`config.mk`:
```
export PLATFORM = sky130hd
export DESIGN_NAME = insight_gpr_snapshot_tx
export DESIGN_NICKNAME = d
export VERILOG_FILES = /design/src/rtl/insight_snap_pkg.sv /design/src/rtl/insight_snap_shadow.sv /design/src/rtl/insight_gpr_snapshot_tx.sv
export SDC_FILE = /design/constraint.sdc
export NUM_CORES = 1
export LEC_CHECK = 0
export BUFFER_PORTS_ARGS = -buffer_cell sky130_fd_sc_hd__buf_2
export CAP_MARGIN = 30
export CORE_AREA = 8 8 405 407
export DETAILED_ROUTE_END_ITERATION = 7
export DIE_AREA = 0 0 413 415
export PLACE_DENSITY = 0.45
export SYNTH_ARGS = -nofsm -noshare
export SYNTH_HDL_FRONTEND = slang
export SYNTH_SLANG_ARGS = --single-unit
```
`constraint.sdc`:
```
create_clock -name clock -period 16.23 [get_ports clock]
set_clock_uncertainty 0.2 [all_clocks]
set_input_delay 3.246 -clock clock [delete_from_list [all_inputs] [get_ports clock]]
set_output_delay 3.246 -clock clock [all_outputs]
set_load 0.02 [all_outputs]
```
`src/rtl/insight_snap_pkg.sv`:
```
// Shared types and constants for the GPR snapshot streamer.
// Holds the FSM state enum, header layout and default sizes.
package insight_snap_pkg;

  localparam int DEF_NREGS = 31;
  localparam int DEF_XLEN  = 32;

  localparam logic [7:0] HDR_MAGIC = 8'hA5;

  localparam int HDR_MAGIC_LSB = 24;
  localparam int HDR_SEQ_LSB   = 16;
  localparam int HDR_NREGS_LSB = 8;
  localparam int HDR_INT_BIT   = 1;
  localparam int HDR_EXC_BIT   = 0;

  typedef enum logic [1:0] {
    ST_IDLE,
    ST_HDR,
    ST_BODY
  } snap_state_e;

  function automatic logic [31:0] make_hdr(
    input logic [7:0] seq,
    input logic [7:0] nregs,
    input logic       intr,
    input logic       exc
  );
    logic [31:0] h;
    h = '0;
    h[HDR_MAGIC_LSB +: 8] = HDR_MAGIC;
    h[HDR_SEQ_LSB +: 8]   = seq;
    h[HDR_NREGS_LSB +: 8] = nregs;
    h[HDR_INT_BIT]        = intr;
    h[HDR_EXC_BIT]        = exc;
    return h;
  endfunction

endpackage

```
`src/rtl/insight_snap_shadow.sv`:
```
// Shadow copy of the tapped GPRs with an indexed read port.
// Ports: clock, cap_en, gpr_in (x1 in LSBs), rd_idx -> rd_data.
module insight_snap_shadow
  import insight_snap_pkg::*;
#(
  parameter int NREGS = DEF_NREGS,
  parameter int XLEN  = DEF_XLEN,
  parameter int IW    = $clog2(NREGS)
) (
  input  logic                  clock,
  input  logic                  cap_en,
  input  logic [NREGS*XLEN-1:0] gpr_in,
  input  logic [IW-1:0]         rd_idx,
  output logic [XLEN-1:0]       rd_data
);

  logic [XLEN-1:0] mem [NREGS];

  for (genvar i = 0; i < NREGS; i++) begin : g_reg
    always_ff @(posedge clock) begin
      if (cap_en) begin
        mem[i] <= gpr_in[i*XLEN +: XLEN];
      end
    end
  end

  // Index one past the last word is never consumed; return zero.
  always_comb begin
    rd_data = '0;
    if (int'(rd_idx) < NREGS) begin
      rd_data = mem[rd_idx];
    end
  end

endmodule

```
`src/rtl/insight_gpr_snapshot_tx.sv`:
```
// Streams a header plus a frozen copy of x1..xN per trigger.
// Ports: clock, reset(n), trig_*, gpr_in, out_* stream, busy, drop_count.
module insight_gpr_snapshot_tx
  import insight_snap_pkg::*;
#(
  parameter int NREGS = DEF_NREGS,
  parameter int XLEN  = DEF_XLEN
) (
  input  logic                  clock,
  input  logic                  reset,
  input  logic                  trig_valid,
  input  logic                  trig_exception,
  input  logic                  trig_interrupt,
  input  logic [NREGS*XLEN-1:0] gpr_in,
  output logic                  out_valid,
  input  logic                  out_ready,
  output logic [XLEN-1:0]       out_data,
  output logic                  out_last,
  output logic                  busy,
  output logic [15:0]           drop_count
);

  localparam int IW = $clog2(NREGS);

  snap_state_e   state;
  logic [IW-1:0] idx;
  logic [IW-1:0] idx_nxt;
  logic [IW-1:0] rd_idx;
  logic [7:0]    seq;
  logic [XLEN-1:0] rd_data;

  logic hs;
  logic at_last;
  logic fin;
  logic accept;
  logic drop;

  assign hs      = out_valid & out_ready;
  assign at_last = (state == ST_BODY) &&
                   (idx == IW'(NREGS - 1));
  assign fin     = hs & at_last;
  // A trigger on the final handshake chains the next frame.
  assign accept  = trig_valid &
                   ((state == ST_IDLE) | fin);
  assign drop    = trig_valid & ~accept;
  assign idx_nxt = idx + 1'b1;
  assign rd_idx  = (state == ST_HDR) ? '0 : idx_nxt;
  assign busy    = (state != ST_IDLE);

  insight_snap_shadow #(
    .NREGS (NREGS),
    .XLEN  (XLEN)
  ) u_shadow (
    .clock   (clock),
    .cap_en  (accept),
    .gpr_in  (gpr_in),
    .rd_idx  (rd_idx),
    .rd_data (rd_data)
  );

  always_ff @(posedge clock) begin
    if (!reset) begin
      state      <= ST_IDLE;
      out_valid  <= 1'b0;
      out_last   <= 1'b0;
      out_data   <= '0;
      idx        <= '0;
      seq        <= '0;
      drop_count <= '0;
    end else begin
      if (accept) begin
        state     <= ST_HDR;
        out_valid <= 1'b1;
        out_last  <= 1'b0;
        idx       <= '0;
        seq       <= seq + 8'd1;
        out_data  <= XLEN'(make_hdr(seq, 8'(NREGS),
                       trig_interrupt, trig_exception));
      end else if (hs) begin
        case (state)
          ST_HDR: begin
            state    <= ST_BODY;
            idx      <= '0;
            out_data <= rd_data;
            out_last <= (NREGS == 1);
          end
          ST_BODY: begin
            if (at_last) begin
              state     <= ST_IDLE;
              out_valid <= 1'b0;
              out_last  <= 1'b0;
              out_data  <= '0;
            end else begin
              idx      <= idx_nxt;
              out_data <= rd_data;
              out_last <= (idx_nxt == IW'(NREGS - 1));
            end
          end
          default: ;
        endcase
      end
      if (drop && drop_count != 16'hFFFF) begin
        drop_count <= drop_count + 16'd1;
      end
    end
  end

endmodule
```
==> flow_summary.toml, run 1 <==
[status]
status = "finished, final reports clean"

[setup_path]
crit_path_max_fanout = 154
arrival_ns = 6.85
path_class = "in -> reg"
max_stage_delay_ns = 0.69
cp_data_required_time_ns = 16.37
start_kind = "primary input"
slowest_stage = "buf_4"
path_common_cell = "buf_4"
endpoint_kind = "flop"
crit_chain = "buf_2, nand2_1, o31a_1, nand2b_2, inv_16, buf_4, buf_16, buf_12, buf_4"

[clocking]
cts_tree = "yes"
cts_made_buffers = 117
cts-resized-gates = 0
clock_path_buffers = 3
clock_latency_ns = 0.75
post_cts_buffers = 0
holdBufCountCts = 0
cts_root_buf = "clkbuf_16"
path_clk_slew_ns = 0.06
h-tree-depth = 3
cts_sinks = 1057

[drt]
drc = 0
via_count = 28699
drt_iter0_markers = 2521
wl_per_cell_um = 30.93
firstDrtPassIters = 5
drt_wl_total_um = 181400
postRouteAntennaNets = 0
routed_via_density = 4.893

[sta]
period_share = 0.4137
max_slew_margin = 0.2263
fin_setup_tns_ns = 0
tightest_slew_ns = 1.160
max_freq_mhz = 148.9
rsz0062_at_grt = "no"
finalSetupViolations = 0
maxSlewViolCount = 0
final-hold-violation-count = 0
min_period_ns = 6.714

[floorplan]
num_io_pins = 1049
start_util = 0.2638
die_width_um = 413
fp.dieArea_um2 = 171400
core-area_um2 = 157500
num_rows = 146
die_h_um = 415

[layout]
area_growth_pct = 28.19
drive_gt1_frac = 0.3715
final_util = 0.3382
final_cell_count_no_fill = 5865
stdcell_area_um2 = 53260
nets = 4642

[yosys]
synth_adder_area_share = 0.002710
synth_top_family_by_area = "compound AO/OA/AOI/OAI gates"
muxShareOfSynthArea = 0.05939
synthArstFlopShare = 0
synth_most_common_cell = "edfxtp_1"
ys_warn_count = 0
synth-main-ff-cell = "edfxtp_1"
synth_edf_count = 992
yosys-top-cells-count = "992 x edfxtp_1, 252 x nand2_1, 109 x o22ai_1, 92 x mux2i_1, 86 x nor2_1"
yosysTopAreaCell = "edfxtp_1"
netlist_instances = 2589
netlist_area_um2 = 41550
synth_top_area_frac = 0.7170
synth_compound_area_frac = 0.1057
synth_area_leaders = "edfxtp_1 72%, dfxtp_1 3.1%, mux4_2 2.6%"
synth_cell_type_count = 74
ys_ff_latch = 1057
syn_area_per_cell_um2 = 16.05
synth_xor_xnor_area_share = 0.006324
synth_seq_area_share = 0.7483
yosys.area_share.simple = 0.05466
syn_nets = 3596

[power]
p_total_mw = 6.441
powerDensity_nw_per_um2 = 120.9
peakVddDrop_v = 0.00008335
p_leak_nw = 19.89

[global_route]
grt_pass1_vias = 29562
grt_max_degree = 195
grt_usage = 0.2003
grt_antenna_before_repair = 130
grt_first_pass_wirelength_um = 239600
grt_overflow = 0

[placed_design]
dpl.hpwl_um = 134100
dp_cells = 5586
gp_congestion = 0.8149
port_buffers = 1048
dpl_cell_area_um2 = 49190

[flow_run]
drv_cap = 0

[worst_hold_path]
worstHoldPathType = "reg -> reg"
[registers in the layout, summed over array words and instances, names as in the netlist]
register	flops
u_shadow.mem	992
out_data	32
drop_count	16
seq	8
idx	5
state	2
out_last	1
out_valid	1
[metrics by stage]
stage | setup slack (ns) | hold slack (ns)
6_report | 9.516 | 0.2834
5_1_grt | 9.355 | 0.2973
4_1_cts | 9.549 | 0.2832
3_5_place_dp | 8.760 | 0.2702
3_3_place_gp | 8.534 | 0.2668
2_1_floorplan | 4.894 | 0.2786
[layout by cell type, fill, tap and decap left out, types with 51 or more instances in the layout]
cell       count
a211oi_1      55
a21oi_1       78
a311oi_1      57
buf_2       1051
buf_4         51
clkbuf_16    117
dfxtp_1       64
diode_2       57
edfxtp_1     992
mux2i_1       91
nand2_1      251
nand3_1       73
nor2_1        83
o21ai_0       65
o22ai_1      109
[kinds of logic (layout without fill, tap and decap cells)]
logic type               after synthesis  after routing
other                                  0             57
XOR/XNOR                              24             24
AND/OR/NAND/NOR                      511            511
AO/OA/AOI/OAI                        608            608
buffers and inverters                199           1346
adder cells (fa/ha/maj)                9              9
flip-flops                          1057           1057
multiplexers                         181            181
[path summary, 6_finish.rpt]
path / startpoint / endpoint / slack, ns / depth (start not counted)
hold reg to reg: out_data[5] / out_data[5] / 0.28 / 1
setup / recovery: out_ready / u_shadow.mem[16][4] / 9.52 / 9
setup reg to reg: idx[0] / u_shadow.mem[16][4] / 10.95 / 10
hold / removal: out_data[5] / out_data[5] / 0.28 / 1
[cell type report]
class | count | area (um2)
Inverter | 15 | 78.83
Clock buffer | 144 | 3029
Clock inverter | 76 | 855.8
Tap cell | 2072 | 2592
Fill cell | 15674 | 104200
Sequential cell | 1057 | 31090
Multi-Input combinational cell | 1333 | 9633
Antenna cell | 57 | 142.6
Timing Repair Buffer | 1111 | 5832
[metal layers]
| layer | GRT usage | wire length, um | vias up |
|---|---|---|---|
| li1 | - | - | 12599 |
| met1 | 0.2338 | 70030 | 14529 |
| met2 | 0.3569 | 92770 | 1174 |
| met3 | 0.05297 | 12740 | 353 |
| met4 | 0.06323 | 5587 | 44 |
| met5 | 0 | 282 | - |
[report_power, final]
part	total [mW]	internal (mW)	switching, mW
logic	0.485	0.177	0.308
registers	3.25	3.20	0.0547
clock network	2.70	1.55	1.15
total	6.44	4.93	1.51
[worst max-delay path, delay by kind of cell]
family / cells / cell delay [ns]
compound gates: 1 / 0.28
buf+inv: 6 / 2.37
simple gates: 2 / 0.37
Power figures use the tool's default switching activity.
==> run 2, diff against run 1 <==
==> constraint.sdc (replaced) <==
create_clock -name clock -period 5.6 [get_ports clock]
set_clock_uncertainty 0.2 [all_clocks]
set_input_delay 1.12 -clock clock [delete_from_list [all_inputs] [get_ports clock]]
set_output_delay 1.12 -clock clock [all_outputs]
set_load 0.02 [all_outputs]
==> run 2 against run 1 <==
Compared with the run above: power rose to 2.9 times the previous value; sequential share of layout area shrank 0.43 points; via count up 0.11%; largest cell class unchanged; combinational power rose to 2.9 times the previous value; global-route usage is 0.55 points higher; largest power group unchanged; highest routed layer unchanged; clock power rose to 3.0 times the previous value.
==> flow_summary.toml, run 2 (synthesized netlist as in run 1, its figures left out) <==
[global_route]
grt_usage = 0.2058
grt_max_degree = 132
grt_overflow = 0
grt_pass1_vias = 29753
grt_antenna_before_repair = 132
grt_first_pass_wirelength_um = 245800

[power]
peakVddDrop_v = 0.0002353
p_leak_nw = 20.11
powerDensity_nw_per_um2 = 352.1
p_total_mw = 18.89

[clocking]
cts_made_buffers = 119
cts_sinks = 1057
clock_latency_ns = 0.74
cts_tree = "yes"
h-tree-depth = 3
path_clk_slew_ns = 0.07
post_cts_buffers = 0
cts_root_buf = "clkbuf_16"
clock_path_buffers = 3
holdBufCountCts = 0
cts-resized-gates = 0

[drt]
drt_iter0_markers = 2599
drt_wl_total_um = 185200
m1WireLength_um = 71290
routed_via_density = 4.885
wl_met3_um = 12030
wl_per_cell_um = 31.48
via_count = 28731
dr_wl_met2_um = 97140
firstDrtPassIters = 6
top_layer_used = "met5"
postRouteAntennaNets = 0
drc = 0

[layout]
nets = 4666
final_common_cell = "buf_2"
largest_reg_flops = 992
final_cell_mix = "1051 x buf_2, 992 x edfxtp_1, 251 x nand2_1, 120 x clkbuf_16, 109 x o22ai_1"
area_growth_pct = 29.13
drive_gt1_frac = 0.3789
top_regs = "u_shadow.mem: 992 flops, out_data: 32 flops, drop_count: 16 flops"
regMostFlops = "u_shadow.mem"

[status]
status = "finished, final reports clean"

[setup_path]
reg2reg_to = "out_data[10]"
path_class = "reg -> reg"
max_stage_delay_ns = 0.76
timing.rr.start = "idx[0]"
endpoint_kind = "flop"
arrival_ns = 4.39
rrSetupSlack_ns = 1.59
rr_worst_depth = 8
cp_data_required_time_ns = 5.98
slowest_stage = "clkinv_2"
start_kind = "flop"
crit_chain = "inv_6, ha_4, clkinv_2, buf_4, o22ai_1, a221oi_1, o31ai_1, o221ai_1"
crit_path_max_fanout = 38

[floorplan]
fp.dieArea_um2 = 171400
start_util = 0.2638
core-area_um2 = 157500
num_io_pins = 1049
num_rows = 146
die_width_um = 413
die_h_um = 415

[sta]
period_share = 0.7160
maxSlewViolCount = 0
max_freq_mhz = 249.4
min_period_ns = 4.009
final-hold-violation-count = 0
tightest_slew_ns = 1.260
finalSetupViolations = 0
rsz0062_at_grt = "no"
fin_setup_tns_ns = 0
max_slew_margin = 0.1601

[worst_hold_path]
min_path_cells = 1
worstHoldPathType = "reg -> reg"
hp-start = "out_data[2]"
min_to = "out_data[2]"

[placed_design]
dpl.hpwl_um = 140100
port_buffers = 1048
gp_congestion = 0.8212

[flow_run]
drv_cap = 0
[run 2: critical path: cells and delay by family, from the launching register on]
family / cells / cell delay (ns)
adders and majority gates: 1 / 0.51
AOI/OAI and AO/OA: 4 / 1.17
buffers and inverters: 3 / 1.54
DFF: 1 / 0.37
[run 2: final cells by class]
class	count	area (um2)
Timing Repair Buffer	1133	6121
Inverter	15	78.83
Antenna cell	49	122.6
Fill cell	15618	103800
Clock inverter	72	825.8
Clock buffer	151	3169
Sequential cell	1057	31090
Tap cell	2072	2592
Multi-Input combinational cell	1333	9646
[run 2: power by group]
group          switching, mW  total [mW]  internal (mW)  leakage, nW
Sequential             0.174        9.44           9.27         10.0
Combinational          0.905        1.43          0.529         8.17
Clock                   3.36        8.02           4.66         1.92
Total                   4.43        18.9           14.5         20.1
[run 2: layer usage]
| layer | global-route usage | vias to the layer above |
|---|---|---|
| met1 | 0.2425 | 14515 |
| met2 | 0.3784 | 1218 |
| met4 | 0.04714 | 34 |
| met5 | 0 | - |
| li1 | - | 12639 |
| met3 | 0.04666 | 325 |
[run 2: worst max path at each step]
stage                          from             endpoint  slack, ns
after CTS                    idx[0]         out_data[19]       1.37
after detailed placement  out_ready  u_shadow.mem[5][27]       1.34
after global placement       idx[0]         out_data[19]       1.16
final                        idx[0]         out_data[10]       1.59
after global routing         idx[0]         out_data[10]       1.27
after floorplan              idx[0]   u_shadow.mem[0][0]       0.09
[run 2: through the flow]
stage	std cells	hold WS [ns]	instance area, um2	setup slack, ns	util
2_1_floorplan	2589	0.2786	41560	0.08558	-
3_3_place_gp	5602	0.2680	49440	1.164	0.3140
3_5_place_dp	5610	0.2712	49530	1.342	0.3146
4_1_cts	5833	0.2679	53530	1.370	0.3399
5_1_grt	5853	0.2775	53580	1.267	0.3402
6_report	5882	0.2841	53650	1.591	0.3407
